$ cat config.mk
export PLATFORM = sky130hd
export DESIGN_NAME = mul_seq_flat
export DESIGN_NICKNAME = d
export VERILOG_FILES = /design/src/rtl/mul_seq_if.sv /design/src/rtl/mul_seq.sv /design/src/flat_wrapper.sv
export SDC_FILE = /design/constraint.sdc
export NUM_CORES = 1
export LEC_CHECK = 0
export CAP_MARGIN = 20
export CORE_ASPECT_RATIO = 2
export CORE_MARGIN = 5
export CORE_UTILIZATION = 30
export CTS_BUF_LIST = sky130_fd_sc_hd__clkbuf_4 sky130_fd_sc_hd__clkbuf_8
export DETAILED_ROUTE_END_ITERATION = 8
export SYNTH_ARGS = -nofsm -noshare
export SYNTH_HDL_FRONTEND = slang
export SYNTH_SLANG_ARGS = --single-unit
$ cat constraint.sdc
create_clock -name clk -period 3.7 [get_ports clk]
set_clock_uncertainty 0.1 [all_clocks]
set_input_delay 0.74 -clock clk [delete_from_list [all_inputs] [get_ports clk]]
set_output_delay 0.74 -clock clk [all_outputs]
set_load 0.005 [all_outputs]
$ cat src/rtl/mul_seq_if.sv
// Shared ALU command/operand types and the bundle of operand, result and ALU
// signals that connects mul_seq to the execute stage.
package ALUType;
    typedef logic [31:0] op_t;

    typedef enum logic [3:0] {
        ADD  = 4'd0,
        SUB  = 4'd1,
        AND  = 4'd2,
        OR   = 4'd3,
        XOR  = 4'd4,
        SLL  = 4'd5,
        SRL  = 4'd6,
        SRA  = 4'd7,
        SLT  = 4'd8,
        SLTU = 4'd9
    } alu_cmd_t;
endpackage

interface mul_seq_if;
    logic               in_valid;
    logic               in_ready;
    ALUType::op_t       a;
    ALUType::op_t       b;
    logic               out_valid;
    logic               out_ready;
    ALUType::op_t       result;
    logic               ovf;
    ALUType::alu_cmd_t  alu_cmd;
    logic [31:0]        alu_a;
    logic [31:0]        alu_b;
    logic [31:0]        alu_out;

    modport slave (
        input  in_valid, a, b, out_ready, alu_out,
        output in_ready, out_valid, result, ovf, alu_cmd, alu_a, alu_b
    );

    modport master (
        output in_valid, a, b, out_ready, alu_out,
        input  in_ready, out_valid, result, ovf, alu_cmd, alu_a, alu_b
    );
endinterface

$ cat src/rtl/mul_seq.sv
// Sequential 32x32 unsigned shift-add multiplier that borrows the shared
// combinational ALU for every add and shift; reports low product and overflow.
module mul_seq (
    input  logic       clk,
    input  logic       rst,
    mul_seq_if.slave   bus,
    output logic       busy
);

    typedef enum logic [2:0] {
        IDLE  = 3'd0,
        CHECK = 3'd1,
        ADD   = 3'd2,
        SHL   = 3'd3,
        SHR   = 3'd4,
        DONE  = 3'd5
    } state_t;

    state_t       state_r;
    logic [31:0]  acc_r;
    logic [31:0]  mc_r;
    logic [31:0]  mp_r;
    logic         lost_r;
    logic         ovf_r;

    // Unsigned carry-out of x+y recovered from the operand and sum MSBs only.
    function automatic logic carry_out(input logic [31:0] x,
                                       input logic [31:0] y,
                                       input logic [31:0] sum);
        return (x[31] & y[31]) | ((x[31] | y[31]) & ~sum[31]);
    endfunction

    // Control FSM and datapath registers.
    always_ff @(posedge clk) begin
        if (rst) begin
            state_r <= IDLE;
            acc_r   <= 32'd0;
            mc_r    <= 32'd0;
            mp_r    <= 32'd0;
            lost_r  <= 1'b0;
            ovf_r   <= 1'b0;
        end else begin
            case (state_r)
                IDLE: begin
                    if (bus.in_valid) begin
                        mc_r    <= bus.a;
                        mp_r    <= bus.b;
                        acc_r   <= 32'd0;
                        lost_r  <= 1'b0;
                        ovf_r   <= 1'b0;
                        state_r <= CHECK;
                    end else begin
                        state_r <= IDLE;
                    end
                end
                CHECK: begin
                    if (mp_r == 32'd0) begin
                        state_r <= DONE;
                    end else if (mp_r[0]) begin
                        state_r <= ADD;
                    end else begin
                        state_r <= SHL;
                    end
                end
                ADD: begin
                    // A multiplicand bit already shifted out means this add
                    // contributes at or above 2^32.
                    acc_r   <= bus.alu_out;
                    ovf_r   <= ovf_r | carry_out(acc_r, mc_r, bus.alu_out) | lost_r;
                    state_r <= SHL;
                end
                SHL: begin
                    mc_r    <= bus.alu_out;
                    lost_r  <= lost_r | mc_r[31];
                    state_r <= SHR;
                end
                SHR: begin
                    mp_r    <= bus.alu_out;
                    state_r <= CHECK;
                end
                DONE: begin
                    if (bus.out_ready) begin
                        state_r <= IDLE;
                    end else begin
                        state_r <= DONE;
                    end
                end
                default: begin
                    state_r <= IDLE;
                end
            endcase
        end
    end

    assign bus.result    = acc_r;
    assign bus.ovf       = ovf_r;
    assign bus.out_valid = (state_r == DONE);

    // Handshake status and ALU request decoded from the current state.
    always_comb begin
        bus.in_ready = 1'b0;
        busy         = 1'b1;
        bus.alu_cmd  = ALUType::AND;
        bus.alu_a    = 32'd0;
        bus.alu_b    = 32'd0;
        case (state_r)
            IDLE: begin
                bus.in_ready = 1'b1;
                busy         = 1'b0;
            end
            ADD: begin
                bus.alu_cmd = ALUType::ADD;
                bus.alu_a   = acc_r;
                bus.alu_b   = mc_r;
            end
            SHL: begin
                bus.alu_cmd = ALUType::SLL;
                bus.alu_a   = mc_r;
                bus.alu_b   = 32'd1;
            end
            SHR: begin
                bus.alu_cmd = ALUType::SRL;
                bus.alu_a   = mp_r;
                bus.alu_b   = 32'd1;
            end
            default: begin
                bus.alu_cmd = ALUType::AND;
            end
        endcase
    end

endmodule

$ cat src/flat_wrapper.sv
// flat-port wrapper written by rule: the top's interface ports become plain ports
module mul_seq_flat 
  (clk, rst, busy, bus_in_valid, bus_a, bus_b, bus_out_ready, bus_alu_out, bus_in_ready, bus_out_valid, bus_result, bus_ovf, bus_alu_cmd, bus_alu_a, bus_alu_b);
  mul_seq_if bus_i ();
  input  logic clk;
  input  logic rst;
  output logic busy;
  input wire logic [$bits(bus_i.in_valid)-1:0] bus_in_valid;
  input wire logic [$bits(bus_i.a)-1:0] bus_a;
  input wire logic [$bits(bus_i.b)-1:0] bus_b;
  input wire logic [$bits(bus_i.out_ready)-1:0] bus_out_ready;
  input wire logic [$bits(bus_i.alu_out)-1:0] bus_alu_out;
  output wire logic [$bits(bus_i.in_ready)-1:0] bus_in_ready;
  output wire logic [$bits(bus_i.out_valid)-1:0] bus_out_valid;
  output wire logic [$bits(bus_i.result)-1:0] bus_result;
  output wire logic [$bits(bus_i.ovf)-1:0] bus_ovf;
  output wire logic [$bits(bus_i.alu_cmd)-1:0] bus_alu_cmd;
  output wire logic [$bits(bus_i.alu_a)-1:0] bus_alu_a;
  output wire logic [$bits(bus_i.alu_b)-1:0] bus_alu_b;
  assign bus_i.in_valid = bus_in_valid;
  assign bus_i.a = bus_a;
  assign bus_i.b = bus_b;
  assign bus_i.out_ready = bus_out_ready;
  assign bus_i.alu_out = bus_alu_out;
  assign bus_in_ready = bus_i.in_ready;
  assign bus_out_valid = bus_i.out_valid;
  assign bus_result = bus_i.result;
  assign bus_ovf = bus_i.ovf;
  assign bus_alu_cmd = bus_i.alu_cmd;
  assign bus_alu_a = bus_i.alu_a;
  assign bus_alu_b = bus_i.alu_b;
  mul_seq u_core (.clk(clk), .rst(rst), .bus(bus_i), .busy(busy));
endmodule
# Yosys cells after proc, flatten, opt, wreduce, memory -nomap -nowiden
# Cells that the tools add are included.
[op_classes] add_sub_neg=0 n_mul=0 n_div=0 n_lt_le_gt_ge=0 eq_ne=6 shifts=0 n_mux=19 n_bitwise=8 reduce_logical=9
[ops] cell="$pmux W32 S2" n=4
[ops] cell="$mux W32" n=3
[ops] cell="$pmux W32 S3" n=1
[ops] cell="$logic_not A32 Y1" n=1
[ops] cell="$pmux W3 S6" n=1
[ops] cell="$pmux W3 S3" n=1
[ops] cell="$eq A3 B2 Y1 const B" n=2
[ops] cell="$eq A3 B3 Y1 const B" n=2
[ops] cell="$mux W3" n=2
[ops] cell="$reduce_and A2 Y1" n=3
[ops] cell="$reduce_bool A2 Y1" n=3
[ops] cell="$mux W1" n=5
[ops] cell="$or A1 B1 Y1" n=5
[ops] cell="$pmux W1 S2" n=2
[ops] cell="$eq A3 B1 Y1 const B" n=1
[ops] cell="$logic_not A3 Y1" n=1
[ops] cell="$and A1 B1 Y1" n=2
[ops] cell="$ne A2 B2 Y1 const B" n=1
[ops] cell="$reduce_or A2 Y1" n=1
[ops] cell="$not A1 Y1" n=1
[word_totals] ff_bits=101 latch_bits=0 mem_bits_rw=0 rom_bits=0 in_bits=100 output_inout_bits=104 wordCells=48 mem_count=0

# Depth between registers and ports, before layout
# Gate-level depths: netlist of the first run.
[logic_depth] depth_word=6 ltp_mapped=8 depth_no_buf=5

# Least setup slack after synthesis of the first run
# Ideal clock, no wire load.
[synth_timing] path_kind="register to output" from="reg u_core.state_r[1]" to="out bus_alu_b[10]" arrival_time_ns=1.323 t_required_ns=2.860 setup_slack_ns=1.537 path_stages_with_launch=7 n_path_buf=2 path_cell_list="dfxtp_1 > nor2b_1 > buf_4 > inv_2 > nor2_4 > clkbuf_2 > and2_1"
[synth_between] elab_chain_len=3 elab_cells_between_ends=5 classes_between="eq/ne (3); mux (1); reduce/logical (1)"
[synth_lines] item="start, declared" line_no="mul_seq.sv:19" text="state_t state_r;"
[synth_lines] item="start signal, assigned" line_no="mul_seq.sv:36" text="state_r <= IDLE;"
[synth_lines] item="start signal, assigned" line_no="mul_seq.sv:51" text="state_r <= CHECK;"
[synth_lines] item="start signal, assigned" line_no="mul_seq.sv:53" text="state_r <= IDLE;"
[synth_lines] item="$eq A3 B2 Y1 or $eq A3 B3 Y1 (tied branches)" line_no="mul_seq.sv:106" text="case (state_r)"
[synth_lines] item="$reduce_or A2 Y1 (no source line)"
[synth_lines] item="$pmux W32 S2 *" line_no="mul_seq.sv:106"
[synth_lines] item="end, declared" line_no="flat_wrapper.sv:19" text="output wire logic [$bits(bus_i.alu_b)-1:0] bus_alu_b;"
# Mark *: on every way between the ends. The rest lies on a longest branch, timed or not.

# Worst setup path in the final report of the first run
[layout_timing] from="reg u_core.state_r[1]" to="out bus_alu_b[25]"
# The elaborated chain is that of the path after synthesis.

==> results.py, run 1 <==
metrics = {
    "outcome": {
        "outcome": "finished clean",
    },
    "drt": {
        "firstDrtPassIters": 5,
        "drtAntennaViolNets": 0,
        "dr.first_iter.drc_count": 239,
        "route.detailed.wl_per_inst_um": 19.84,
        "dr_total_vias": 5483,
        "wl_mm": 20.71,
        "drc_errors": 0,
        "viasPerCell": 5.252,
    },
    "setup_path": {
        "crit_required_ns": 2.86,
        "worstReg2RegEnd": "u_core.mp_r[25]",
        "rrSetupSlack_ns": 1.35,
        "critical_path_class": "reg -> out",
        "arrival_ns": 2.53,
        "crit_fanout": 30,
        "timing.rr.start": "u_core.state_r[0]",
        "crit_path_start_kind": "flip-flop",
        "end_kind": "primary output",
        "reg2reg_depth": 6,
    },
    "placement": {
        "dp_hpwl_mm": 15.00,
        "place_ws_ns": 0.7013,
        "post-place-cells": 1024,
        "io_buffers": 202,
        "finalWeightedCongestion": 0.7744,
        "placed_area_um2": 7271,
    },
    "logic_synthesis": {
        "synth_area_per_cell_um2": 7.753,
        "synth_edf_count": 0,
        "synthCells": 663,
        "syn-cell-area_um2": 5140,
        "yosys_warnings": 0,
        "synth.yosys.seq_area_share_pct": 39.34,
        "synthesis.nets": 763,
        "synthDistinctLibCells": 33,
        "async_flop_share_pct": 0,
        "synthFlopType": "dfxtp_1",
        "ys_seq_elements": 101,
    },
    "clock_tree": {
        "postCtsSetupBuffers": 0,
        "ctsResizeCount": 0,
        "cts-hold-fix-buffers": 0,
        "clockBufferDepth": 2,
        "insertion_delay_ns": 0.37,
        "clock_sinks": 101,
        "h-tree-depth": 3,
        "clockRootBuffer": "clkbuf_8",
        "cts_buffers": 9,
        "cts_tree": "built",
        "clk_pin_slew_ns": 0.09,
    },
    "grt": {
        "antenna_found_initial": 5,
        "grt_pass1_vias": 5564,
        "grt-ovfl-total": 0,
        "grt_pass1_wl_mm": 31.60,
        "grt.total_usage_pct": 20.43,
        "grt_max_degree": 64,
    },
    "worst_hold_path": {
        "whs_path_depth": 2,
        "min-delay-start": "u_core.bus.ovf",
        "worstHoldEndpoint": "u_core.bus.ovf",
        "hold_class": "reg -> reg",
    },
    "final_layout": {
        "areaGrowthSynthToFinish_pct": 46.01,
        "layout.nets": 928,
        "finish.utilization_pct": 44.54,
        "layout-drive-gt1-share_pct": 8.283,
        "final.fill_count": 1698,
        "final_area_um2": 7505,
        "stdcell_count": 1044,
    },
    "die": {
        "die_area_um2": 20010,
        "row_count": 67,
        "ios": 204,
        "die_h_um": 195.1,
        "die_w_um": 102.6,
        "start_util_pct": 30.50,
        "core_area_um2": 16850,
    },
    "sta": {
        "min_period_over_period_pct": 91.08,
        "setup_violations": 0,
        "rsz0062_at_grt": "false",
        "holdWs_ns": 0.3620,
        "tns_ns": 0,
        "timing.fmax_mhz": 296.7,
        "max_slew_margin_pct": 44.08,
        "fin_crit_ns": 3.370,
        "drv_slew": 0,
        "tightest_slew_ns": 0.8358,
        "setup_slack_ns": 0.3301,
        "finalHoldViolations": 0,
    },
    "pwr": {
        "power_density_nw_per_um2": 395.2,
        "peakVddDrop_uv": 213.6,
        "finalPower_mw": 2.966,
        "p_leak_nw": 2.491,
    },
    "flow_run": {
        "maxCapViolCount": 0,
    },
}
worst max-delay path, cell delays in order (launching register included):
cell             delay (ns)
dfxtp_1                0.57
nor2b_4                0.40
inv_2                  0.09
nor2_4                 0.10
buf_4                  0.32
and2_1                 0.18
clkdlybuf4s50_1        0.50
cells by family (layout without fill, tap and decap cells):
| kind of cell | Yosys count | after routing | synth area share [%] |
|---|---|---|---|
| and+or+nand+nor | 287 | 287 | 25.15 |
| AOI/OAI and AO/OA | 204 | 204 | 27.97 |
| DFF | 101 | 101 | 39.34 |
| buffers and inverters | 70 | 240 | 7.473 |
| other | 1 | 5 | 0.07296 |
worst max-delay path by stage:
stage	from	end	cells past startpoint
finish	u_core.state_r[1]	bus_alu_b[25]	6
global route	u_core.state_r[1]	bus_alu_a[22]	5
CTS	u_core.state_r[1]	bus_alu_b[6]	6
detailed placement	u_core.state_r[1]	bus_alu_a[24]	5
global placement	u_core.state_r[1]	bus_alu_a[14]	5
floorplan	u_core.state_r[1]	bus_alu_b[10]	6
registers in the layout, indices dropped and copies added (netlist names):
name,cells
u_core.bus.result,32
u_core.state_r,3
u_core.lost_r,1
u_core.bus.ovf,1
u_core.mp_r,32
u_core.mc_r,32
metal layers:
metal / vias to the layer above / GRT usage [%] / wire, um
li1: 2664 / - / -
met1: 2605 / 21.75 / 7268
met2: 182 / 37.58 / 11670
met3: 30 / 3.429 / 1032
met4: 2 / 9.635 / 726
met5: - / 0 / 13
area by class of cell:
cell class	count	area, um^2	share of cell area, %
Timing Repair Buffer	221	2212	29.48
Inverter	3	11.26	0.1500
Antenna cell	4	10.01	0.1334
Tap cell	207	259.0	3.451
Clock buffer	11	138.9	1.851
Sequential cell	101	2023	26.96
Multi-Input combinational cell	492	2765	36.85
Clock inverter	5	85.08	1.134
cells in the mapped netlist, drive strengths merged (8+ instances only):
cell type | count | area, um^2
and2 | 32 | 200.2
buf | 46 | 290.3
nor4 | 8 | 50.05
clkbuf | 21 | 82.57
nor2 | 35 | 141.4
nand3 | 32 | 160.2
o21ai | 36 | 180.2
a311oi | 32 | 405.4
a22oi | 64 | 480.5
nand2 | 164 | 615.6
a21oi | 69 | 345.3
dfxtp | 101 | 2022
cell usage in the layout, fill, tap and decap left out, drive strengths merged:
cell type / instances
diode: 4
nand2b: 4
nor2: 35
nor4: 8
o311a: 1
nand4: 2
and2: 32
dfxtp: 101
a22oi: 64
clkdlybuf4s50: 201
nor4b: 1
nor3: 2
clkbuf: 11
a211oi: 1
a211o: 1
nand3: 32
a311oi: 32
conb: 1
o21ai: 36
and3b: 1
inv: 3
buf: 20
or3: 1
nor2b: 5
clkinvlp: 1
bufinv: 2
nand2: 164
a21oi: 69
clkinv: 2
power breakdown:
part	switching (mW)	leakage [nW]	internal (mW)
Clock	0.408	0.111	0.400
Sequential	0.113	0.825	1.20
Combinational	0.456	1.56	0.389
No activity file was read; power rests on OpenSTA's default activity.
==> run 2: changes to the inputs <==
--- a/config.mk
+++ b/config.mk
@@ -8,7 +8,7 @@
 export CAP_MARGIN = 20
 export CORE_ASPECT_RATIO = 2
 export CORE_MARGIN = 5
-export CORE_UTILIZATION = 30
+export CORE_UTILIZATION = 24
 export CTS_BUF_LIST = sky130_fd_sc_hd__clkbuf_4 sky130_fd_sc_hd__clkbuf_8
 export DETAILED_ROUTE_END_ITERATION = 8
 export SYNTH_ARGS = -nofsm -noshare
==> run 2 against run 1 <==
Compared with the run above:
- global-route usage shrank 3.6 points
- non-clock buffer count shrank 1
- die area grew 23%
- sequential power is essentially flat
- final area grew 0.68%
- critical path depth shrank 1
- cell count grew 5.6%
- routed wire length grew 3.0%
- critical path type unchanged
- critical endpoint is now bus_alu_a[25]
==> results.py, run 2 (same netlist as run 1, synthesis figures left out) <==
metrics = {
    "outcome": {
        "outcome": "finished clean",
    },
    "sta": {
        "max_slew_margin_pct": 41.92,
        "rsz0062_at_grt": "false",
        "min_period_over_period_pct": 90.09,
        "fin_crit_ns": 3.333,
        "drv_slew": 0,
        "setup_violations": 0,
        "setup_slack_ns": 0.3666,
        "timing.fmax_mhz": 300.0,
        "tightest_slew_ns": 0.8712,
        "finalHoldViolations": 0,
        "tns_ns": 0,
    },
    "pwr": {
        "peakVddDrop_uv": 170.2,
        "p_leak_nw": 2.481,
        "power_density_nw_per_um2": 391.8,
    },
    "drt": {
        "drc_errors": 0,
        "drtAntennaViolNets": 0,
        "viasPerCell": 4.954,
        "route.detailed.wl_per_inst_um": 19.36,
        "wl_mm": 21.33,
        "dr.first_iter.drc_count": 282,
        "firstDrtPassIters": 5,
        "dr_total_vias": 5459,
    },
    "final_layout": {
        "final.fill_count": 2230,
        "stdcell_count": 1102,
        "final_common_cell": "clkdlybuf4s50_1",
        "layout.nets": 927,
        "areaGrowthSynthToFinish_pct": 47.01,
        "final_cell_mix": "201 x clkdlybuf4s50_1, 163 x nand2_1, 100 x dfxtp_1",
        "layout-drive-gt1-share_pct": 7.841,
    },
    "grt": {
        "grt-ovfl-total": 0,
        "grt_pass1_wl_mm": 32.08,
        "grt_max_degree": 61,
        "antenna_found_initial": 5,
        "grt_pass1_vias": 5442,
        "grt.total_usage_pct": 16.86,
    },
    "die": {
        "die_area_um2": 24620,
        "core_area_um2": 21020,
        "start_util_pct": 24.45,
        "die_w_um": 113.5,
        "row_count": 75,
        "ios": 204,
        "die_h_um": 217.0,
    },
    "placement": {
        "io_buffers": 202,
        "dp_hpwl_mm": 15.30,
        "finalWeightedCongestion": 0.7977,
        "place_ws_ns": 0.7899,
        "post-place-cells": 1085,
    },
    "worst_hold_path": {
        "hold_class": "reg -> reg",
    },
    "setup_path": {
        "end_kind": "primary output",
        "crit_fanout": 34,
        "critical_path_class": "reg -> out",
        "crit_path_start_kind": "flip-flop",
        "arrival_ns": 2.49,
        "crit_required_ns": 2.86,
        "rrSetupSlack_ns": 1.37,
    },
    "clock_tree": {
        "cts_buffers": 9,
        "clockRootBuffer": "clkbuf_8",
        "clockBufferDepth": 2,
        "ctsResizeCount": 0,
        "clk_pin_slew_ns": 0.10,
        "h-tree-depth": 3,
        "insertion_delay_ns": 0.39,
        "cts_tree": "built",
        "clock_sinks": 101,
        "postCtsSetupBuffers": 0,
        "cts-hold-fix-buffers": 0,
    },
    "flow_run": {
        "maxCapViolCount": 0,
    },
}
## run 2: cell types whose count changed in the layout (fill, tap and decap cells not counted)
cell        previous run  this run
clkbuf_4               2         1
clkinvlp_4             1         0
buf_4                 16        15
clkbuf_8               9        10
clkinv_4               2         0
## run 2: final cells by class
cell class / count / area, um^2 / area share, %
repair buffers: 220 / 2205 / 29.18
clock buffers: 11 / 145.1 / 1.921
well taps: 269 / 336.6 / 4.454
multi-input cells: 492 / 2765 / 36.60
inverters: 3 / 11.26 / 0.1490
diodes: 4 / 10.01 / 0.1325
flip-flops and latches: 101 / 2023 / 26.78
clock inverters: 2 / 60.06 / 0.7948
## run 2: power by group
part	leakage (nW)	internal [mW]	switching [mW]	total [mW]
clock	0.105	0.397	0.398	0.795
combinational	1.55	0.388	0.467	0.855
sequential	0.825	1.20	0.110	1.31
total	2.48	1.99	0.975	2.96
## run 2: worst max-delay path, cell delays in order (launching register included)
cell	delay, ns
dfxtp_2	0.60
and3b_2	0.53
buf_12	0.24
nand2_1	0.07
o21ai_0	0.08
clkdlybuf4s50_1	0.53
## run 2: metal layers
metal  GRT usage (%)  vias to the layer above  wire, um
met5               0                        -        20
met1           18.09                     2578      7923
met3           2.835                       43       986
met4           9.226                        2       872
li1                -                     2659         -
met2           30.72                      177     11530
## run 2: worst paths after layout
kind	depth (start not counted)	end	startpoint
hold reg to reg	2	u_core.bus.ovf	u_core.bus.ovf
setup reg to reg	6	u_core.mc_r[19]	u_core.state_r[2]
hold / removal	2	u_core.bus.ovf	u_core.bus.ovf
setup / recovery	5	bus_alu_a[25]	u_core.state_r[0]
## run 2: through the flow
stage	utilization, %	area, um^2	hold slack (ns)	power [mW]
5_1_grt	35.95	7556	0.3916	3.113
2_1_floorplan	-	5140	0.3450	1.767
3_5_place_dp	34.92	7341	0.3496	2.197
3_3_place_gp	34.92	7341	0.3443	2.190
4_1_cts	35.90	7546	0.3639	2.996
6_report	35.95	7556	0.3595	2.961
==> run 3: changes to the inputs <==
==> constraint.sdc (replaced) <==
create_clock -name clk -period 4.2 [get_ports clk]
set_clock_uncertainty 0.1 [all_clocks]
set_input_delay 0.84 -clock clk [delete_from_list [all_inputs] [get_ports clk]]
set_output_delay 0.84 -clock clk [all_outputs]
set_load 0.005 [all_outputs]
==> run 3 against run 2 <==
Compared with the run above:
- worst hold slack better by 0.0018 ns
- core utilization is 0.27 points lower
- count of clock-buffer cells in the layout is the same
- non-clock buffer count down 3
- total power decreased by 14%
- final area is 0.76% lower
- die area did not move
==> results.py, run 3 (same netlist as run 1, synthesis figures left out) <==
metrics = {
    "sta": {
        "fin_crit_ns": 3.712,
        "tns_ns": 0,
        "min_period_over_period_pct": 88.37,
        "holdWs_ns": 0.3613,
        "rsz0062_at_grt": "false",
        "timing.fmax_mhz": 269.4,
        "finalHoldViolations": 0,
        "tightest_slew_ns": 1.086,
        "drv_slew": 0,
        "max_slew_margin_pct": 27.61,
        "setup_slack_ns": 0.4883,
        "setup_violations": 0,
    },
    "clock_tree": {
        "insertion_delay_ns": 0.38,
        "cts-hold-fix-buffers": 0,
        "clockBufferDepth": 2,
        "postCtsSetupBuffers": 0,
        "clk_pin_slew_ns": 0.11,
        "clockRootBuffer": "clkbuf_8",
        "cts_tree": "built",
        "ctsResizeCount": 0,
        "h-tree-depth": 3,
        "clock_sinks": 101,
        "cts_buffers": 9,
    },
    "die": {
        "core_area_um2": 21020,
        "start_util_pct": 24.45,
        "die_w_um": 113.5,
        "die_area_um2": 24620,
        "row_count": 75,
        "ios": 204,
        "die_h_um": 217.0,
    },
    "setup_path": {
        "critical_path_class": "reg -> out",
        "worstReg2RegEnd": "u_core.mp_r[7]",
        "worst_path_max_delay_cell": "dfxtp_1",
        "crit_start": "u_core.state_r[2]",
        "rrSetupSlack_ns": 1.57,
        "crit_required_ns": 3.26,
        "critPathBufInv": 2,
        "cp_cell_sequence": "nor2b_4 -> buf_4 -> a22oi_1 -> o21ai_0 -> clkdlybuf4s50_1",
        "crit_fanout": 18,
        "cpPeakStageDelay_ns": 0.59,
        "cp.depth": 5,
        "arrival_ns": 2.77,
        "timing.rr.start": "u_core.state_r[0]",
        "critPathTopFamily": "buffers and inverters",
        "endpoint": "bus_alu_a[5]",
        "crit_path_start_kind": "flip-flop",
        "reg2reg_depth": 7,
        "end_kind": "primary output",
    },
    "pwr": {
        "finalPower_mw": 2.558,
        "p_leak_nw": 2.449,
        "peakVddDrop_uv": 184.7,
        "power_density_nw_per_um2": 341.1,
    },
    "grt": {
        "antenna_found_initial": 6,
        "grt.total_usage_pct": 16.80,
        "grt_pass1_vias": 5561,
        "grt_max_degree": 88,
        "grt_pass1_wl_mm": 32.04,
        "grt-ovfl-total": 0,
    },
    "drt": {
        "dr.first_iter.drc_count": 310,
        "viasPerCell": 4.975,
        "firstDrtPassIters": 7,
        "drtAntennaViolNets": 0,
        "drc_errors": 0,
        "dr_total_vias": 5487,
        "route.detailed.wl_per_inst_um": 19.23,
        "wl_mm": 21.21,
    },
    "worst_hold_path": {
        "hold_class": "reg -> reg",
    },
    "final_layout": {
        "final_cell_mix": "201 x clkdlybuf4s50_1, 163 x nand2_1, 100 x dfxtp_1",
        "final_area_um2": 7498,
        "layout-drive-gt1-share_pct": 7.841,
        "final.fill_count": 2219,
        "multi_input_area_um2": 2765,
        "seq_area_um2": 2023,
        "areaGrowthSynthToFinish_pct": 45.89,
        "layout.nets": 924,
        "final_common_cell": "clkdlybuf4s50_1",
    },
    "placement": {
        "io_buffers": 202,
        "dp_hpwl_mm": 14.99,
        "place_ws_ns": 0.9337,
        "placed_area_um2": 7281,
        "finalWeightedCongestion": 0.7851,
    },
    "outcome": {
        "outcome": "finished clean",
    },
    "flow_run": {
        "maxCapViolCount": 0,
    },
}
run 3: cell count changes in the layout (fill, tap and decap cells not counted):
cell	before	now
buf_12	4	1
clkinv_4	0	2
bufinv_16	2	1
clkinv_2	0	1
clkinvlp_4	0	1
diode_2	4	5
run 3: where the power goes:
group	total (mW)	leakage, nW	switching (mW)	internal, mW
Clock	0.665	0.103	0.365	0.300
Sequential	1.15	0.825	0.0932	1.06
Combinational	0.742	1.52	0.413	0.330
run 3: how the worst min path moves through the flow:
stage | from | endpoint | cells past startpoint
detailed placement | u_core.bus.ovf | u_core.bus.ovf | 2
global route | u_core.bus.ovf | u_core.bus.ovf | 2
CTS | u_core.bus.ovf | u_core.bus.ovf | 2
global placement | u_core.bus.ovf | u_core.bus.ovf | 2
finish | u_core.bus.ovf | u_core.bus.ovf | 2
floorplan | u_core.mc_r[10] | u_core.mc_r[10] | 2
run 3: area by class of cell:
| class | instances | area share, % |
|---|---|---|
| Multi-Input combinational cell | 492 | 36.88 |
| Timing Repair Buffer | 217 | 28.60 |
| Sequential cell | 101 | 26.98 |
| Tap cell | 269 | 4.489 |
| Clock buffer | 11 | 1.936 |
| Clock inverter | 5 | 0.8009 |
| Antenna cell | 5 | 0.1669 |
| Inverter | 3 | 0.1502 |
run 3: worst register-to-register path: cells and delay by family (launching register included):
family,cells,cell delay [ns]
and+or+nand+nor,3,0.95
buffers and inverters,3,0.84
DFF,1,0.38
AOI/OAI and AO/OA,1,0.25
run 3: per-stage QoR:
stage	instances	utilization (%)
floorplan	663	-
global placement	1082	34.64
detailed placement	1082	34.64
CTS	1098	35.61
global route	1103	35.67
finish	1103	35.67
run 3: routing by layer:
layer | GRT usage, % | vias up | routed length (um)
met1 | 18.40 | 2604 | 7890
met4 | 8.624 | 2 | 811
met3 | 2.807 | 37 | 982
li1 | - | 2659 | -
met2 | 30.48 | 185 | 11510
met5 | 0 | - | 13
